--- src/rtl/shift_add_mul_seq.sv ---
// Sequential unsigned WIDTH x WIDTH multiplier: one conditional add and one right shift per cycle
// through a shared ripple-carry adder, with valid/ready handshakes on operands and result.

// One 4-bit ripple-carry slice of the shared adder.
module four_bit_adder_slice (
  input  logic [3:0] a,
  input  logic [3:0] b,
  input  logic       carry_in,
  output logic [3:0] sum,
  output logic       carry_out
);
  logic [4:0] carry_s;

  assign carry_s[0] = carry_in;
  for (genvar i = 0; i < 4; i++) begin : g_bit
    assign sum[i]         = a[i] ^ b[i] ^ carry_s[i];
    assign carry_s[i + 1] = (a[i] & b[i]) | (carry_s[i] & (a[i] ^ b[i]));
  end
  assign carry_out = carry_s[4];
endmodule

// 32-bit ripple-carry adder built from eight 4-bit slices.
module thirty_two_bit_full_adder (
  input  logic [31:0] a,
  input  logic [31:0] b,
  input  logic        carry_in,
  output logic [31:0] sum,
  output logic        carry_out
);
  logic [8:0] slice_c_s;

  assign slice_c_s[0] = carry_in;
  for (genvar g = 0; g < 8; g++) begin : g_slice
    four_bit_adder_slice u_slice (
      .a         (a[4*g+3:4*g]),
      .b         (b[4*g+3:4*g]),
      .carry_in  (slice_c_s[g]),
      .sum       (sum[4*g+3:4*g]),
      .carry_out (slice_c_s[g+1])
    );
  end
  assign carry_out = slice_c_s[8];
endmodule

module shift_add_mul_seq #(
  parameter int WIDTH = 32,
  parameter int CNT_W = 6
) (
  input  logic               clk,
  input  logic               reset,
  input  logic               start_valid,
  output logic               start_ready,
  input  logic [WIDTH-1:0]   multiplicand,
  input  logic [WIDTH-1:0]   multiplier,
  output logic               result_valid,
  input  logic               result_ready,
  output logic [2*WIDTH-1:0] product,
  output logic               overflow,
  output logic               busy
);
  typedef enum logic [1:0] {
    IDLE = 2'd0,
    CALC = 2'd1,
    DONE = 2'd2
  } state_t;

  state_t             state_r;
  state_t             state_s;
  logic [CNT_W-1:0]   count_r;
  logic [WIDTH-1:0]   mcand_r;
  // Bit 64 of the accumulator is always zero after a shift, so only 64 bits are kept.
  logic [2*WIDTH-1:0] acc_r;
  logic [2*WIDTH-1:0] acc_shift_s;
  logic [WIDTH-1:0]   add_b_s;
  logic [WIDTH-1:0]   sum_s;
  logic               cout_s;
  logic               accept_s;
  logic               last_iter_s;
  logic               start_ready_r;
  logic               result_valid_r;
  logic               busy_r;
  logic [2*WIDTH-1:0] product_r;
  logic               overflow_r;

  assign add_b_s     = acc_r[0] ? mcand_r : {WIDTH{1'b0}};
  assign acc_shift_s = {cout_s, sum_s, acc_r[WIDTH-1:1]};
  assign accept_s    = (state_r == IDLE) && start_valid;
  assign last_iter_s = (count_r == CNT_W'(WIDTH - 1));

  thirty_two_bit_full_adder u_adder (
    .a         (acc_r[2*WIDTH-1:WIDTH]),
    .b         (add_b_s),
    .carry_in  (1'b0),
    .sum       (sum_s),
    .carry_out (cout_s)
  );

  // Next-state logic.
  always_comb begin
    state_s = state_r;
    case (state_r)
      IDLE: begin
        if (accept_s) state_s = CALC;
        else          state_s = IDLE;
      end
      CALC: begin
        if (last_iter_s) state_s = DONE;
        else             state_s = CALC;
      end
      DONE: begin
        if (result_ready) state_s = IDLE;
        else              state_s = DONE;
      end
      default: state_s = IDLE;
    endcase
  end

  // State register and registered handshake/status outputs.
  always_ff @(posedge clk) begin
    if (reset) begin
      state_r        <= IDLE;
      start_ready_r  <= 1'b1;
      result_valid_r <= 1'b0;
      busy_r         <= 1'b0;
    end else begin
      state_r        <= state_s;
      start_ready_r  <= (state_s == IDLE);
      result_valid_r <= (state_s == DONE);
      busy_r         <= (state_s == CALC);
    end
  end

  // Datapath: operand capture, add-and-shift iterations, result capture on the last iteration.
  always_ff @(posedge clk) begin
    if (reset) begin
      count_r    <= {CNT_W{1'b0}};
      mcand_r    <= {WIDTH{1'b0}};
      acc_r      <= {(2*WIDTH){1'b0}};
      product_r  <= {(2*WIDTH){1'b0}};
      overflow_r <= 1'b0;
    end else begin
      case (state_r)
        IDLE: begin
          if (accept_s) begin
            mcand_r <= multiplicand;
            acc_r   <= {{WIDTH{1'b0}}, multiplier};
            count_r <= {CNT_W{1'b0}};
          end
        end
        CALC: begin
          acc_r   <= acc_shift_s;
          count_r <= count_r + CNT_W'(1);
          if (last_iter_s) begin
            product_r  <= acc_shift_s;
            overflow_r <= |acc_shift_s[2*WIDTH-1:WIDTH];
          end
        end
        DONE: begin
          acc_r <= acc_r;
        end
        default: begin
          acc_r <= acc_r;
        end
      endcase
    end
  end

  assign start_ready  = start_ready_r;
  assign result_valid = result_valid_r;
  assign busy         = busy_r;
  assign product      = product_r;
  assign overflow     = overflow_r;
endmodule
--- config.mk ---
export PLATFORM = sky130hd
export DESIGN_NAME = shift_add_mul_seq
export DESIGN_NICKNAME = d
export VERILOG_FILES = /design/src/rtl/shift_add_mul_seq.sv
export SDC_FILE = /design/constraint.sdc
export NUM_CORES = 1
export LEC_CHECK = 0
export CORE_UTILIZATION = 40
export CTS_BUF_LIST = sky130_fd_sc_hd__clkbuf_16
export DETAILED_ROUTE_END_ITERATION = 8
export GPL_TIMING_DRIVEN = 0
export PLACE_DENSITY = 0.61
export SETUP_SLACK_MARGIN = 0.3
export SYNTH_ARGS = -nofsm -noshare
export SYNTH_HDL_FRONTEND = slang
export SYNTH_SLANG_ARGS = --single-unit
export TNS_END_PERCENT = 50
--- constraint.sdc ---
create_clock -name clk -period 16.95 [get_ports clk]
set_clock_uncertainty 0.05 [all_clocks]
set_input_delay 3.39 -clock clk [delete_from_list [all_inputs] [get_ports clk]]
set_output_delay 3.39 -clock clk [all_outputs]
set_load 0.01 [all_outputs]
* Yosys cells after proc, flatten, opt, wreduce, memory -nomap -nowiden
Cells that the tools add are included.
Storage, ports and cells: word-level logic and storage cells 190, RAM bits 0, bits in registers 172, input bits 68, memories kept 0, ROM bits 0, bits in latches 0
Cells by class: eq/ne operators 6, multiplexer cells 9, reduce and logical (&&, ||, !) cells 8, $lt $le $gt $ge 0, bitwise operators 157, multiply operators 0, add/sub/neg operators 1, shifts and indexed selects 0, divide/modulo/power cells 0
Operator list (number):
- $pmux 64 s2 | 1
- $mux 64 | 1
- $and 1x1->1 | 63
- $xor 1x1->1 | 63
- $mux 32 | 1
- $reduce_or 32->1 | 1
- $or 1x1->1 | 31
- $pmux 6 s2 | 1
- $add 6x1->6 const B | 1
- $eq 6x5->1 const B | 1
- $mux 6 | 1
- $pmux 2 s3 | 1
- $reduce_and 2->1 | 3
- $eq 2x1->1 const B | 2
- $eq 2x2->1 const B | 2
- $logic_not 2->1 | 2
- $mux 2 | 2
- $ne 2x2->1 const B | 1
- $reduce_bool 2->1 | 1
- $logic_and 1x1->1 | 1
- $mux 1 | 1

* Logic depth before layout (Yosys ltp)
word-level depth 65, depth in mapped cells 41, gate-level depth less buffers 40

* Modules after synthesis
A second synthesis with hierarchy kept.
Unflattened totals: cell total of the unflattened synthesis 950, area, all modules 7493.4 sq um
By module, submodules not included:
- shift_add_mul_seq | times used 1, cells an instance 838, area an instance 6552.5 sq um, seq. area each 3443.3 sq um
- four_bit_adder_slice | times used 8, cells an instance 14, area an instance 117.6 sq um, seq. area each 0.0 sq um

* Least setup slack after synthesis
No wires, ideal clock.
path type register to register, from register acc_r[0], to register overflow_r, in the netlist overflow, period minus slack after synthesis 13.149 ns, arrival 13.021 ns, required time 16.822 ns, cell stages (with the launch flop) 42, library setup time 0.078 ns, slack 3.801 ns, path through dfxtp_1 -> clkbuf_1 -> and2_1 -> ha_1 -> inv_1 -> fa_1 -> inv_1 -> fa_1 -> fa_1 -> fa_1 -> fa_1 -> fa_1 -> fa_1 -> fa_1 -> fa_1 -> fa_1 -> fa_1 -> fa_1 -> [... 6 more ...] -> fa_1 -> fa_1 -> fa_1 -> fa_1 -> fa_1 -> fa_1 -> fa_1 -> fa_1 -> fa_1 -> fa_1 -> fa_1 -> inv_1 -> fa_1 -> fa_1 -> nor4b_1 -> nand4_1 -> nor3_1 -> nor3_1
Between the ends: word-level cells in the longest chain between the ends 65, elaborated cells on any way between the ends 158, classes of those cells 1 x mux; 156 x bitwise; 1 x reduce/logical
RTL lines:
- start: declaration | line 72 | logic [2*WIDTH-1:0] acc_r;
- start signal: assignment | line 138 | acc_r <= {(2*WIDTH){1'b0}};
- start signal: assignment | line 146 | acc_r <= {{WIDTH{1'b0}}, multiplier};
- start signal: assignment | line 151 | acc_r <= acc_shift_s;
- $mux 32 (*) | line 85 | assign add_b_s = acc_r[0] ? mcand_r : {WIDTH{1'b0}};
- $and 1x1->1 / $xor 1x1->1 (equally long branches) | line 17, 16
- $and 1x1->1 | line 17 | assign carry_s[i + 1] = (a[i] & b[i]) | (carry_s[i] & (a[i] ^ b[i]));
- $or 1x1->1 | line 17
- $and 1x1->1 | line 17
- $or 1x1->1 | line 17
- $and 1x1->1 | line 17
- $or 1x1->1 | line 17
- [... 49 more ...]
- $or 1x1->1 | line 17
- $and 1x1->1 | line 17
- $or 1x1->1 | line 17
- $and 1x1->1 | line 17
- $or 1x1->1 | line 17
- $and 1x1->1 | line 17
- $or 1x1->1 | line 17
- $reduce_or 32->1 (*) | line 155 | overflow_r <= |acc_shift_s[2*WIDTH-1:WIDTH];
- end signal: assignment | line 155
- end: declaration | line 83 | logic overflow_r;
Mark *: on every way between the ends. The rest lies on a longest branch, timed or not. A chain may end at the register's enable or synchronous reset.

* Worst setup path in the final report
Same ends and word-level chain as after synthesis.

==> impl.org <==
** Yosys
- For this run, asynchronously set or reset flops after synthesis account for 0.
- Dividing the synthesized area by the synthesized cell count gives 8.421 µm².
- For this run, the number of Yosys warnings is 0.
- Number of enable-type register cells in the synthesized netlist :: 0
- Sequential-to-total area share from yosys stat :: 0.4873
- Cell Area, Synth :: 7066 µm²
- Most frequently used cell type in the post-synthesis netlist :: nand2_1
- The number of different library cells used by synthesis comes to 34.
- Post-synthesis cell count :: 839
- Ranked by instance count, the synthesized netlist is headed by 191 x nand2_1, 172 x dfxtp_1, 146 x nor2_1, 102 x a21oi_1, 42 x clkbuf_1.
- Of all cell types, the one taking the most synthesized area is dfxtp_1.
- Ranking of synthesized cells by area :: dfxtp_1 49%, nand2_1 10%, fa_1 8.8%, nor2_1 7.8%, a21oi_1 7.2%
- Area fraction of the dominant cell type after synthesis :: 0.4873
- Register bit count reported by yosys :: 172
- Counting every net in the synthesized netlist gives 940.
- The most used flip-flop cell after synthesis is dfxtp_1.

** Clock tree
- The longest clock path from root to sink contains 2 buffers.
- The H-tree was split into 4 levels.
- Clock edge transition at the registers on the reported setup and hold paths :: 60 ps
- Once the clock tree was built, the resizer swapped 0 gates to a different size.
- CTS tree :: built
- The tree is rooted in a clkbuf_16.
- Number of buffers added for setup after CTS :: 0
- Cts bufs inserted :: 17
- At the later pin of the worst-skew pair, clock insertion delay measures 420 ps.
- In this run, post-CTS hold repair placed 0 buffers.
- TritonCTS Sinks :: 172

** Critical path
- Type of origin of the critical path :: register
- Endpoint class of the critical path :: register
- Data required time at the worst endpoint :: 17180 ps
- In this run the worst path has a maximum fanout of 10.
- Number of cells on the worst reg-to-reg path :: 41
- Crit Path Class :: register to register
- Highest-delay cell along the critical path :: fa_1
- Most prevalent standard cell on the critical path :: fa_1
- Longest individual stage delay on the worst path :: 440 ps
- STA puts the critical path data arrival time at 14380 ps.

** Timing
- Final setup violation count :: 0
- Max-Slew Margin vs Limit :: 0.2123
- Unrepaired setup endpoints after global routing :: false
- Number of pins exceeding their max-slew limit in the final report :: 0
- In the final timing run, aggregate negative setup slack is 0 ps.
- Pin slew with the least headroom to its limit :: 1179 ps
- The number of hold violations in the final report came to 0.
- Time the worst path needs with I/O delays and setup :: 14140 ps
- Fmax :: 70.71 MHz
- Of the available clock period, the critical path in the final layout requires 0.8343.

** Die
- I/O pin total :: 136
- From left edge to right edge, the die measures 134.9 µm.
- Y dimension of the die :: 134.9 µm
- In this run the standard cell core region covers 17300 µm².
- Die footprint :: 18200 µm²
- For this configuration, the core starts out at a cell density of 0.4085.
- After floorplanning, the core was divided into 48 placement rows.

** Power
- Pleak :: 0.003471 µW
- The worst-case IR drop observed on VDD is 0.07629 mV.
- Power density over the cells :: 96.64 nW/µm²

** Global routing
- Maximum number of pins on one net before global-route repair :: 17
- The number of antenna violations at the first check in global routing was 0.
- Vias in the first global route :: 5665
- For this run, the total global-route usage over all layers was measured as 0.2083.
- The first global-routing pass estimated 29340 µm of wire.
- Congestion Overflow GR :: 0

** Run status
- The flow ran to the end, and the final reports show no timing, DRC or antenna violations.

** Detailed routing
- Number of search-and-repair iterations in the first detailed-routing pass :: 5
- For this run, design rule violations remaining after detail routing come to 0.
- Average via count per standard cell :: 4.941
- After the first detailed-routing iteration, the DRC count stood at 349.
- Antenna Violating Nets Remaining :: 0
- The routed layout has 6073 vias.
- After detailed routing, the average wire length per cell comes to 14.84 µm.
- The routed design has 18230 µm of wire.

** Flow run
- Number of violations of the max-capacitance limit :: 0

** Hold path
- Worst min-delay path category :: register to register
- Along the worst hold path, the cell count comes to 2.

** Place
- Global placer's final weighted congestion :: 0.8437
- After detailed placement, the design holds a cell count of 1198.
- Post-DP HPWL :: 13660 µm
- Buffers placed on the I/O ports in this run total 134.

** Final layout
- The repair_antennas step left the layout with diodes totalling 0.
- Area growth from synthesis to layout :: 31.17%
- Number of cells in the finished layout apart from fillers :: 1229
- Share of layout cells above drive strength 1 :: 0.05378
- At the end of the flow, the number of nets in the layout was 1093.
kinds of logic after synthesis:
family | after synthesis | synth area share
AO/OA/AOI/OAI | 140 | 0.1123
adder cells (fa/ha/maj) | 33 | 0.09138
buffers and inverters | 70 | 0.04764
flip-flops | 172 | 0.4873
multiplexers | 2 | 0.003187
AND/OR/NAND/NOR | 422 | 0.2582
state kept, by name (all words and copies together), names as in the netlist:
name and flops:
product 64, count_r 6, acc_r 64, mcand_r 32, busy 1, overflow 1, start_ready 1, state_r 2
result_valid 1
routing by layer:
layer,share of wire,wire length (µm),up-vias,track usage
met5,0,0,-,0
met4,0.0096,175,0,0.05431
met3,0.040,731,15,0.04167
met2,0.45,8201,121,0.3207
met1,0.50,9125,2858,0.2970
li1,-,-,3079,-
final timing paths:
check | slack [ps] | end | from
max | 2810 | overflow | acc_r[0]
min | 400 | mcand_r[21] | mcand_r[21]
max reg2reg | 2810 | overflow | acc_r[0]
min reg2reg | 400 | mcand_r[21] | mcand_r[21]
layout by cell type, fill, tap and decap left out, types with 2 or more instances in the layout:
| cell type | count |
|---|---|
| or2_2 | 2 |
| fa_1 | 31 |
| a211oi_1 | 6 |
| ha_1 | 2 |
| clkinv_1 | 3 |
| buf_6 | 7 |
| inv_1 | 8 |
| bufinv_16 | 3 |
| a22oi_1 | 29 |
| dfxtp_1 | 172 |
| mux2_2 | 2 |
| clkdlybuf4s50_1 | 134 |
| clkinv_2 | 3 |
| clkbuf_1 | 42 |
| buf_2 | 11 |
| a21oi_1 | 102 |
| buf_4 | 2 |
| clkinvlp_4 | 3 |
| and2_1 | 29 |
| nand4_1 | 3 |
| clkbuf_16 | 17 |
| nor2_1 | 146 |
| nand2_1 | 191 |
| nor4_1 | 38 |
| nor3_1 | 2 |
cell type report:
| type | instances | area (µm²) |
|---|---|---|
| plain buffers | 63 | 310.3 |
| clock buffers | 17 | 425.4 |
| clock inverters | 14 | 153.9 |
| fillers | 1673 | 8029 |
| inverters | 7 | 26.28 |
| multi-input cells | 597 | 3286 |
| flip-flops and latches | 172 | 3443 |
| well taps | 225 | 281.5 |
| repair buffers | 134 | 1341 |
report_power, final:
group          internal [µW]  switching, µW
Combinational           33.3           45.6
Sequential               418           9.24
Clock                    229            161
through the flow:
stage	utilization	hold slack, ps	setup WS (ps)	power (µW)	instance area [µm²]
after global routing	0.5358	418.2	2199	929.3	9268
after detailed placement	0.5023	393.6	2802	515.4	8688
after floorplan	-	381.7	3801	478.8	7066
after CTS	0.5358	402.3	2703	901.1	9268
final	0.5358	400.0	2808	895.7	9268
after global placement	0.5023	389.2	2798	514.9	8688
worst max-delay path: cells and delay by family (launching register included):
| kind | cells | cell delay (ps) |
|---|---|---|
| buffers and inverters | 4 | 510 |
| AND/OR/NAND/NOR | 5 | 990 |
| adder cells (fa/ha/maj) | 32 | 12060 |
| flip-flops | 1 | 380 |
Power figures use the tool's default switching activity.
